==> config.mk <==
export PLATFORM = sky130hd
export DESIGN_NAME = cond_exec_unit
export DESIGN_NICKNAME = d
export VERILOG_FILES = /design/src/rtl/cond_pkg.sv /design/src/rtl/cond_eval.sv /design/src/rtl/cond_exec_unit.sv
export SDC_FILE = /design/constraint.sdc
export NUM_CORES = 1
export LEC_CHECK = 0
export BUFFER_PORTS_ARGS = -buffer_cell sky130_fd_sc_hd__buf_2
export CORE_ASPECT_RATIO = 0.9
export CORE_UTILIZATION = 45
export DETAILED_ROUTE_END_ITERATION = 6
export PLACE_DENSITY = 0.82
export SLEW_MARGIN = 20
export SYNTH_ARGS = -nofsm -noshare
export SYNTH_HDL_FRONTEND = slang
export SYNTH_SLANG_ARGS = --single-unit
==> constraint.sdc <==
create_clock -name clk -period 4.4 [get_ports clk]
set_input_delay 0.88 -clock clk [delete_from_list [all_inputs] [get_ports clk]]
set_output_delay 0.88 -clock clk [all_outputs]
set_load 0.02 [all_outputs]
==> src/rtl/cond_pkg.sv <==
// Shared types for the conditional-execution unit: condition codes,
// flag bit positions and the IT-block state register.
package cond_pkg;

    typedef enum logic [3:0] {
        EQ = 4'b0000,
        NE = 4'b0001,
        CS = 4'b0010,
        CC = 4'b0011,
        MI = 4'b0100,
        PL = 4'b0101,
        VS = 4'b0110,
        VC = 4'b0111,
        HI = 4'b1000,
        LS = 4'b1001,
        GE = 4'b1010,
        LT = 4'b1011,
        GT = 4'b1100,
        LE = 4'b1101,
        AL = 4'b1110,
        NV = 4'b1111
    } cond_t;

    localparam int FLAG_Z = 3;
    localparam int FLAG_C = 2;
    localparam int FLAG_N = 1;
    localparam int FLAG_V = 0;

    // [7:4] current condition, [3:0] remaining-instruction mask
    typedef logic [7:0] itstate_t;

    function automatic itstate_t it_advance(input itstate_t st);
        itstate_t nxt;
        nxt = st;
        if (st[2:0] == 3'b000) begin
            nxt = '0;
        end else begin
            nxt[4:0] = {st[3:0], 1'b0};
        end
        return nxt;
    endfunction

endpackage

==> src/rtl/cond_eval.sv <==
// Combinational evaluation of one 4-bit condition code against
// the [Z,C,N,V] flags.
module cond_eval
    import cond_pkg::*;
(
    input  logic [3:0] cond,
    input  logic [3:0] flags,
    output logic       result
);

    logic z;
    logic c;
    logic n;
    logic v;

    assign z = flags[FLAG_Z];
    assign c = flags[FLAG_C];
    assign n = flags[FLAG_N];
    assign v = flags[FLAG_V];

    always_comb begin
        result = 1'b0;
        case (cond_t'(cond))
            EQ: result = z;
            NE: result = !z;
            CS: result = c;
            CC: result = !c;
            MI: result = n;
            PL: result = !n;
            VS: result = v;
            VC: result = !v;
            HI: result = c && !z;
            LS: result = !c || z;
            GE: result = (n == v);
            LT: result = (n != v);
            GT: result = !z && (n == v);
            LE: result = z || (n != v);
            AL: result = 1'b1;
            NV: result = 1'b0;
            default: result = 1'b0;
        endcase
    end

endmodule

==> src/rtl/cond_exec_unit.sv <==
// Flag register, IT-block sequencer and per-lane condition evaluation
// with registered pass/pass_valid outputs.
module cond_exec_unit
    import cond_pkg::*;
#(
    parameter int LANES       = 2,
    parameter bit FLAG_BYPASS = 1'b1
) (
    input  logic               clk,
    input  logic               reset,
    input  logic               flags_we,
    input  logic [3:0]         flags_in,
    input  logic [LANES-1:0]   cond_valid,
    input  logic [4*LANES-1:0] cond,
    input  logic               it_start,
    input  logic [3:0]         it_firstcond,
    input  logic [3:0]         it_mask,
    input  logic               instr_adv,
    output logic [3:0]         flags_out,
    output logic [LANES-1:0]   pass,
    output logic [LANES-1:0]   pass_valid,
    output logic               in_it,
    output logic               it_err
);

    logic [3:0]       flags_q;
    logic [3:0]       eval_flags;
    itstate_t         it_state;
    logic [LANES-1:0] res;
    logic             start_ok;
    logic             start_bad;

    assign flags_out  = flags_q;
    assign in_it      = (it_state[3:0] != 4'b0000);
    assign eval_flags = (FLAG_BYPASS && flags_we) ? flags_in : flags_q;

    assign start_ok  = it_start && !in_it && (it_mask != 4'b0000);
    assign start_bad = it_start && (in_it || (it_mask == 4'b0000));

    for (genvar i = 0; i < LANES; i++) begin : g_lane
        logic [3:0] lane_cond;
        // only lane 0 is steered by the IT block
        if (i == 0) begin : g_it
            assign lane_cond = in_it ? it_state[7:4] : cond[3:0];
        end else begin : g_own
            assign lane_cond = cond[4*i +: 4];
        end
        cond_eval u_eval (
            .cond   (lane_cond),
            .flags  (eval_flags),
            .result (res[i])
        );
    end

    always_ff @(posedge clk) begin
        if (reset) begin
            flags_q    <= '0;
            it_state   <= '0;
            pass       <= '0;
            pass_valid <= '0;
            it_err     <= 1'b0;
        end else begin
            if (flags_we) begin
                flags_q <= flags_in;
            end
            pass       <= cond_valid & res;
            pass_valid <= cond_valid;
            it_err     <= start_bad;
            if (start_ok) begin
                it_state <= {it_firstcond, it_mask};
            end else if (instr_adv && in_it) begin
                it_state <= it_advance(it_state);
            end
        end
    end

endmodule
==> impl_metrics.yaml, run 1 <==
timing:
  rsz0062_at_grt: "false"
  period_minus_slack_ns: 2.65
  tightest_slew_ns: 0.633
  min_period_over_period_pct: 60.2
  drv_slew: 0
  finalSetupViolations: 0
  slew_headroom_pct: 57.5
  fin_skew_ns: 0.00730
  fin_setup_tns_ns: 0
  fmax_mhz: 377
  hold_viol_final: 0
worst_setup_path:
  crit_fanout: 11
  rr_startpoint: "it_state[0]$_SDFFE_PP0P_"
  rrSetupSlack_ns: 1.97
  worstSetupStartpointType: "flop"
  crit_required_ns: 3.52
  critPathKind: "flop to output pin"
  cp-end-kind: "output pin"
  arrival_ns: 1.77
  worstSetupStartpoint: "it_state[0]$_SDFFE_PP0P_"
global_routing:
  grt_pass1_wl_um: 3490
  met3_usage_pct: 2.86
  grt.overflow.total: 0
  antenna_found_initial: 0
  track_usage_pct: 19.1
  grt_pass1_vias: 811
  grt.met2_usage_pct: 31.9
  busiest_layer: "met2"
  met1_usage_pct: 25.7
  grt_max_degree: 16
logic_synthesis:
  synth_ff_type: "dfxtp_1"
  yosysSeqAreaShare_pct: 32.5
  synth_edf_count: 0
  yosysTopAreaCellShare_pct: 32.5
  yosys_warnings: 0
  synthTopCellsByArea: "dfxtp_1 32%, mux2i_1 8.6%, nor2_1 4.7%"
  synthCells: 114
  syn-cell-area_mm2: 0.00105
  yosysTopAreaCell: "dfxtp_1"
  synth_seq_cells: 17
  avgSynthCellArea_um2: 9.20
  ys_types: 36
  synthArstFlopShare_pct: 0
  syn_nets: 141
pwr:
  p_leak_nw: 0.559
  ir_worst_vdd_mv: 0.221
  powerDensity_mw_per_mm2: 324
worst_hold_path:
  hold_class: "flop to flop"
  holdCritStartpoint: "flags_out[0]$_SDFF_PP0_"
clock_network:
  cts_resized: 0
  clock_latency_ns: 0.29
  cts-root-buf: "clkbuf_4"
  cts_hold_buffers: 0
  cts_max_path_buffers: 2
  clkTransAtPathRegs_ns: 0.11
  cts_setup_buffers: 0
  numCtsBuffers: 3
  ctsHtreeMaxLevel: 1
  cts_tree: "built"
  clock-sinks: 17
detailed_routing:
  ant_nets: 0
  vias: 987
  first_pass_iters: 4
  viasPerCell: 5.58
  drt_iter0_drc: 13
  drc: 0
  post_drt_wl_per_cell_um: 13.4
  routed_wl_um: 2380
floorplan:
  rows: 16
  core_mm2: 0.00218
  start_util_pct: 48.1
  die_w_um: 52.9
  design.portCount: 37
  die_height_um: 47.8
  die_area_mm2: 0.00253
cells_and_area:
  antenna_cells: 0
  finish.utilization_pct: 58.1
  fin_nets: 178
  fill_cells: 202
  drive_gt1_share_pct: 32.0
  syn_to_final_growth_pct: 20.9
  regArea_um2: 340
  multi_input_area_um2: 678
placed_design:
  port_buffers: 36
  gp_congestion: 0.752
  dp_hpwl_um: 1830
status:
  status: "complete, no violations"
job:
  drv_cap: 0
-- cell families after synthesis --
kind of cell	after synthesis	synth area share, %
DFF	17	32.5
muxes	15	18.5
xor gates and xnor gates	9	7.52
buffers and inverters	6	2.86
AOI/OAI and AO/OA	27	17.1
and+or+nand+nor	40	21.6
-- stage by stage --
stage	cells	power, mW	cell area [µm²]	hold slack (ns)	setup WS, ns
after global placement	173	0.323	1240	0.549	1.98
final	177	0.410	1270	0.589	1.75
after floorplan	114	0.289	1050	0.511	2.17
after global routing	177	0.435	1270	0.626	1.61
after detailed placement	173	0.328	1240	0.568	1.96
after CTS	177	0.412	1270	0.586	1.74
-- layout by cell type, fill, tap and decap left out, types with 2 or more instances in the layout --
master | synthesis | layout
xor2_1 | 5 | 5
a211oi_1 | 3 | 3
mux2i_1 | 9 | 9
inv_1 | 2 | 2
buf_2 | 0 | 36
a21oi_1 | 9 | 9
nor3b_1 | 2 | 2
clkbuf_4 | 0 | 3
mux4_2 | 2 | 2
nor2_1 | 13 | 13
o21ai_0 | 2 | 2
nand2_1 | 5 | 5
mux2_2 | 2 | 2
dfxtp_1 | 17 | 17
nand3b_1 | 5 | 5
nor3_1 | 3 | 3
xnor2_1 | 4 | 4
nor2b_1 | 4 | 4
a22oi_1 | 6 | 6
-- metal layers --
layer | share of wire [%] | vias up
met5 | 0 | -
met4 | 0.80 | 0
met3 | 5.6 | 2
met2 | 47 | 36
met1 | 46 | 450
li1 | - | 499
-- final cells by class --
cell class,count,area share [%]
clock buffers,3,1.78
clock inverters,1,0.395
inverters,2,0.592
multi-input cells,91,53.5
flip-flops and latches,17,26.9
well taps,27,2.67
repair buffers,36,14.2
-- worst max-delay path: stages (launching register included) --
cell and delay, ns:
dfxtp_1 0.36, nor4_4 0.62, inv_1 0.27, buf_2 0.23
-- synthesized netlist by cell type (2+ instances only) --
cell type	number
mux2_2	2
a22oi_1	6
clkbuf_1	2
nand2_1	5
mux4_2	2
buf_4	2
nor2b_1	4
nor3b_1	2
o21ai_0	2
xor2_1	5
nor2_1	13
dfxtp_1	17
inv_1	2
nand3b_1	5
a21oi_1	9
a211oi_1	3
mux2i_1	9
xnor2_1	4
nor3_1	3
-- power by group --
group          switching, mW  internal [mW]  total, mW
clock network         0.0507         0.0337     0.0844
logic                 0.0812         0.0647      0.146
registers             0.0133          0.167      0.180
-- state kept, by name, summed over array words and instances, names as in the netlist --
signal      flops
flags_out       4
it_err          1
it_state        8
pass            2
pass_valid      2
-- path summary, 6_finish.rpt --
| check | to | depth (start not counted) |
|---|---|---|
| setup / recovery | in_it | 3 |
| setup reg to reg | pass[0]$_SDFF_PP0_ | 6 |
| hold reg to reg | flags_out[0]$_SDFF_PP0_ | 2 |
| hold / removal | flags_out[0]$_SDFF_PP0_ | 2 |
Note: power is estimated with default switching activity, not from simulation.
==> run 2: changes to the inputs <==
- clock period: 4.4 -> 2.6 ns (I/O delays scaled with it)
==> run 2 against run 1 <==
Compared with the run above: global-route usage up 0.92 points; setup slack worse by 1.2 ns; register-to-register slack worse by 1.4 ns; clock skew down 0.0016 ns; design area up 0.79%; largest cell class unchanged; routed wire length up 3.8%; combinational power up 75%; critical path depth up 3; power up 72%; cell count up 0.56%; flip-flop and latch count unchanged; non-clock buffer count up 1.
==> impl_metrics.yaml, run 2 (synthesis gave the netlist of run 1 again) <==
floorplan:
  die_w_um: 52.9
  rows: 16
  die_area_mm2: 0.00253
  design.portCount: 37
  die_height_um: 47.8
  start_util_pct: 48.1
  core_mm2: 0.00218
clock_network:
  cts_tree: "built"
  clock-sinks: 17
  cts_max_path_buffers: 2
  ctsHtreeMaxLevel: 1
  clock_latency_ns: 0.30
  cts-root-buf: "clkbuf_4"
  numCtsBuffers: 3
  cts_hold_buffers: 0
  cts_setup_buffers: 0
  clkTransAtPathRegs_ns: 0.10
  cts_resized: 0
detailed_routing:
  wl_met1_um: 1100
  ant_nets: 0
  post_drt_wl_per_cell_um: 13.8
  routed_wl_um: 2470
  viasPerCell: 5.60
  routed.top_layer: "met4"
  dr_wl_met2_um: 1260
  drt_iter0_drc: 19
  vias: 996
  first_pass_iters: 6
  drc: 0
  met3_length_um: 90
placed_design:
  dp_hpwl_um: 1950
  dpl_cell_area_mm2: 0.00125
  gp_congestion: 0.768
  dp_slack_ns: 0.529
  port_buffers: 36
cells_and_area:
  finish.utilization_pct: 58.5
  largest_reg_flops: 8
  drive_gt1_share_pct: 32.5
  syn_to_final_growth_pct: 21.8
  stdcell_area_mm2: 0.00128
  final_common_cell: "buf_2"
  most-common-layout-cells: "36 x buf_2, 17 x dfxtp_1, 13 x nor2_1, 9 x mux2i_1, 9 x a21oi_1"
  top_register: "it_state"
  fin_nets: 179
  antenna_cells: 0
worst_setup_path:
  cp_top_family: "multiplexers"
  endpoint: "pass[0]$_SDFF_PP0_"
  slowest_delay_ns: 0.43
  rr_endpoint: "pass[0]$_SDFF_PP0_"
  crit_fanout: 4
  arrival_ns: 2.27
  cp_num_buf_inv: 0
  worstSetupStartpoint: "it_state[0]$_SDFFE_PP0P_"
  rrSetupSlack_ns: 0.52
  cp-end-kind: "flop"
  critPathKind: "flop to flop"
  rr_startpoint: "it_state[0]$_SDFFE_PP0P_"
  slowest_stage: "mux2i_1"
  reg2reg_depth: 6
  worstSetupStartpointType: "flop"
  crit_required_ns: 2.79
  cp_num_cells: 6
  crit_path_cell_trace: "nor4_4 -> mux2i_1 -> mux4_2 -> xor2_1 -> a21oi_1 -> o311a_1"
status:
  status: "complete, no violations"
global_routing:
  track_usage_pct: 20.1
  grt.overflow.total: 0
  antenna_found_initial: 0
  grt_pass1_wl_um: 3660
  grt_pass1_vias: 862
  grt_max_degree: 16
timing:
  fmax_mhz: 481
  min_period_over_period_pct: 80.0
  rsz0062_at_grt: "false"
  hold_viol_final: 0
  finalSetupViolations: 0
  worst_slack_ns: 0.520
  slew_headroom_pct: 72.6
  tightest_slew_ns: 0.399
  fin_skew_ns: 0.00571
  drv_slew: 0
  period_minus_slack_ns: 2.08
  fin_setup_tns_ns: 0
pwr:
  ir_worst_vdd_mv: 0.334
  power_uw: 704
  powerDensity_mw_per_mm2: 551
  p_leak_nw: 0.560
job:
  drv_cap: 0
worst_hold_path:
  holdCritStartpoint: "cond[7]"
  hold_class: "primary input to flop"
[run 2: cell count changes in the layout (fill, tap and decap cells not counted)]
cell        change
buf_4           +1
clkinv_2        -1
clkinvlp_4      +1
[run 2: how the worst min path moves through the flow]
| stage | endpoint | slack, ns | depth (start not counted) |
|---|---|---|---|
| global route | pass[1]$_SDFF_PP0_ | 0.42 | 2 |
| detailed placement | flags_out[1]$_SDFF_PP0_ | 0.57 | 2 |
| global placement | it_state[5]$_SDFFE_PP0P_ | 0.55 | 2 |
| floorplan | it_state[5]$_SDFFE_PP0P_ | 0.51 | 2 |
| finish | pass[1]$_SDFF_PP0_ | 0.42 | 2 |
| CTS | pass[1]$_SDFF_PP0_ | 0.42 | 2 |
[run 2: where the power goes]
part / internal [mW] / switching, mW / leakage, nW
Sequential: 0.282 / 0.0226 / 0.140
Combinational: 0.114 / 0.140 / 0.406
Clock: 0.0586 / 0.0860 / 0.0139
Total: 0.455 / 0.249 / 0.560
[run 2: per-layer routing]
layer	vias up	GRT usage, %
li1	500	-
met1	475	24.6
met2	19	35.4
met3	2	5.71
met4	0	4.21
met5	-	0
[run 2: final cells by class]
type / count / area (µm²)
fill: 192 / 905
clock buffer: 3 / 22.5
multi-input combinational: 91 / 678
clock inverter: 1 / 7.51
inverter: 2 / 7.51
timing repair buffer: 37 / 188
sequential: 17 / 340
tap: 27 / 33.8
[run 2: metrics by stage]
| stage | hold slack, ns | std cells |
|---|---|---|
| floorplan | 0.511 | 114 |
| global placement | 0.549 | 174 |
| detailed placement | 0.573 | 174 |
| CTS | 0.419 | 178 |
| global route | 0.420 | 178 |
| finish | 0.422 | 178 |
==> run 3: changes to the inputs <==
- ABC_AREA: default -> 1
- PLACE_DENSITY: 0.82 -> 0.83
- clock period: 2.6 -> 1.8 ns (I/O delays scaled with it)
==> run 3 against run 2 <==
Compared with the run above: the run now ends with DRC left; clock power rose by 39%; global-route usage fell by 0.086 points; register-to-register slack got worse by 0.18 ns; setup slack got worse by 0.26 ns; clock skew rose by 0.0042 ns; combinational power rose to 2.6 times the previous value; clock-buffer cell count did not move; critical endpoint is now in_it; largest power group is now combinational cells; highest routed layer is now met3.
==> impl_metrics.yaml, run 3 <==
status:
  violations: "DRC"
  status: "finished, violations left"
cells_and_area:
  final_common_cell: "nand2_1"
  largest_reg_flops: 8
  fill_cells: 260
  regArea_um2: 340
  most-common-layout-cells: "72 x nand2_1, 36 x buf_2, 28 x inv_1, 22 x nor2_1, 19 x nand3_1"
  stdcell_area_mm2: 0.00150
  drive_gt1_share_pct: 26.2
  syn_to_final_growth_pct: 18.9
  fin_nets: 276
  antenna_cells: 0
  top_register: "it_state"
  multi_input_area_um2: 786
logic_synthesis:
  synth_seq_cells: 17
  synthArstFlopShare_pct: 0
  yosysTopAreaCell: "dfxtp_1"
  yosysSeqAreaShare_pct: 27.0
  ys_types: 26
  synth_most_common_cell: "nand2_1"
  syn-cell-area_mm2: 0.00126
  ys_top_cells_by_count: "72 x nand2_1, 28 x inv_1, 22 x nor2_1"
  avgSynthCellArea_um2: 6.03
  synthCells: 209
  synth_ff_type: "dfxtp_1"
  yosys_warnings: 0
  synth_edf_count: 0
  yosysTopAreaCellShare_pct: 27.0
  synthTopCellsByArea: "dfxtp_1 27%, nand2_1 21%, inv_1 8.3%"
  syn_nets: 236
worst_setup_path:
  crit_fanout: 9
  cp-end-kind: "output pin"
  worstSetupStartpoint: "it_state[2]$_SDFFE_PP0P_"
  rrSetupSlack_ns: 0.34
  rr_startpoint: "it_state[2]$_SDFFE_PP0P_"
  critPathKind: "flop to output pin"
  rr_endpoint: "it_state[5]$_SDFFE_PP0P_"
  arrival_ns: 1.18
  worstSetupStartpointType: "flop"
  endpoint: "in_it"
  crit_required_ns: 1.44
  reg2reg_depth: 10
detailed_routing:
  ant_nets: 0
  first_pass_iters: 6
  vias: 1359
  post_drt_wl_per_cell_um: 10.1
  drt_iter0_drc: 38
  viasPerCell: 4.92
  routed_wl_um: 2780
  drc: 3
global_routing:
  track_usage_pct: 20.0
  grt_max_degree: 16
  grt.overflow.total: 0
  antenna_found_initial: 0
  grt_pass1_vias: 1150
  grt_pass1_wl_um: 4690
clock_network:
  cts-root-buf: "clkbuf_4"
  cts_max_path_buffers: 2
  clock_latency_ns: 0.29
  clock-sinks: 17
  numCtsBuffers: 3
  cts_resized: 0
  cts_setup_buffers: 0
  ctsHtreeMaxLevel: 1
  cts_hold_buffers: 0
  cts_tree: "built"
  clkTransAtPathRegs_ns: 0.10
floorplan:
  die_w_um: 57.8
  core_mm2: 0.00255
  rows: 17
  die_height_um: 52.2
  start_util_pct: 49.4
  die_area_mm2: 0.00302
  design.portCount: 37
timing:
  period_minus_slack_ns: 1.54
  slew_headroom_pct: 81.2
  fmax_mhz: 651
  min_period_over_period_pct: 85.4
  fin_setup_tns_ns: 0
  hold_viol_final: 0
  finalSetupViolations: 0
  tightest_slew_ns: 0.282
  drv_slew: 0
  rsz0062_at_grt: "false"
  fin_skew_ns: 0.00991
placed_design:
  dpl_cell_area_mm2: 0.00147
  port_buffers: 36
  dp_hpwl_um: 2240
  gp_congestion: 0.887
pwr:
  p_leak_nw: 0.821
  powerDensity_mw_per_mm2: 873
  ir_worst_vdd_mv: 0.505
worst_hold_path:
  hold_depth: 3
  hold_class: "primary input to flop"
job:
  drv_cap: 0
-- run 3: final cells by class --
class | count | share of cell area, %
Clock buffer | 3 | 1.50
Multi-Input combinational cell | 158 | 52.4
Inverter | 33 | 8.76
Tap cell | 28 | 2.34
Timing Repair Buffer | 36 | 12.0
Sequential cell | 17 | 22.7
Clock inverter | 1 | 0.334
-- run 3: worst min-delay path by stage --
stage | startpoint | to | slack [ns]
global route | it_start | it_err$_SDFF_PP0_ | 0.28
floorplan | reset | it_state[1]$_SDFFE_PP0P_ | 0.43
finish | cond_valid[0] | pass_valid[0]$_SDFF_PP0_ | 0.29
detailed placement | it_state[7]$_SDFFE_PP0P_ | it_state[7]$_SDFFE_PP0P_ | 0.46
global placement | it_state[6]$_SDFFE_PP0P_ | it_state[6]$_SDFFE_PP0P_ | 0.45
CTS | it_start | it_err$_SDFF_PP0_ | 0.30
-- run 3: power breakdown --
group,switching [mW],leakage (nW),internal [mW],total (mW)
Combinational,0.429,0.663,0.232,0.660
Sequential,0.0314,0.140,0.417,0.448
Clock,0.118,0.0177,0.0826,0.201
-- run 3: worst max-delay path, cell delays in order (launching register included) --
cell and delay, ns:
dfxtp_1 0.37, nor2_4 0.23, nand2_8 0.11, buf_2 0.18
-- run 3: per-stage QoR --
stage	utilization, %	setup slack, ns	hold slack (ns)	power, mW	cells
2_1_floorplan	-	0.472	0.429	0.969	209
3_3_place_gp	57.7	0.305	0.451	1.11	272
3_5_place_dp	57.7	0.267	0.457	1.11	272
4_1_cts	58.8	0.255	0.296	1.32	276
5_1_grt	58.8	0.177	0.276	1.42	276
6_report	58.8	0.263	0.292	1.31	276
-- run 3: layer usage --
metal  track usage (%)  up-vias  wire (µm)
li1                  -      736          -
met4              4.37        0          0
met1              25.9      578       1370
met5                 0        -          0
met2              32.4       45       1240
met3              6.42        0        174
-- run 3: logic make-up (layout without fill, tap and decap cells) --
logic type	Yosys count	in the layout	share of synthesized area (%)
AO/OA/AOI/OAI	15	15	7.34
buffers and inverters	34	73	10.7
flip-flops	17	17	27.0
AND/OR/NAND/NOR	143	143	55.0
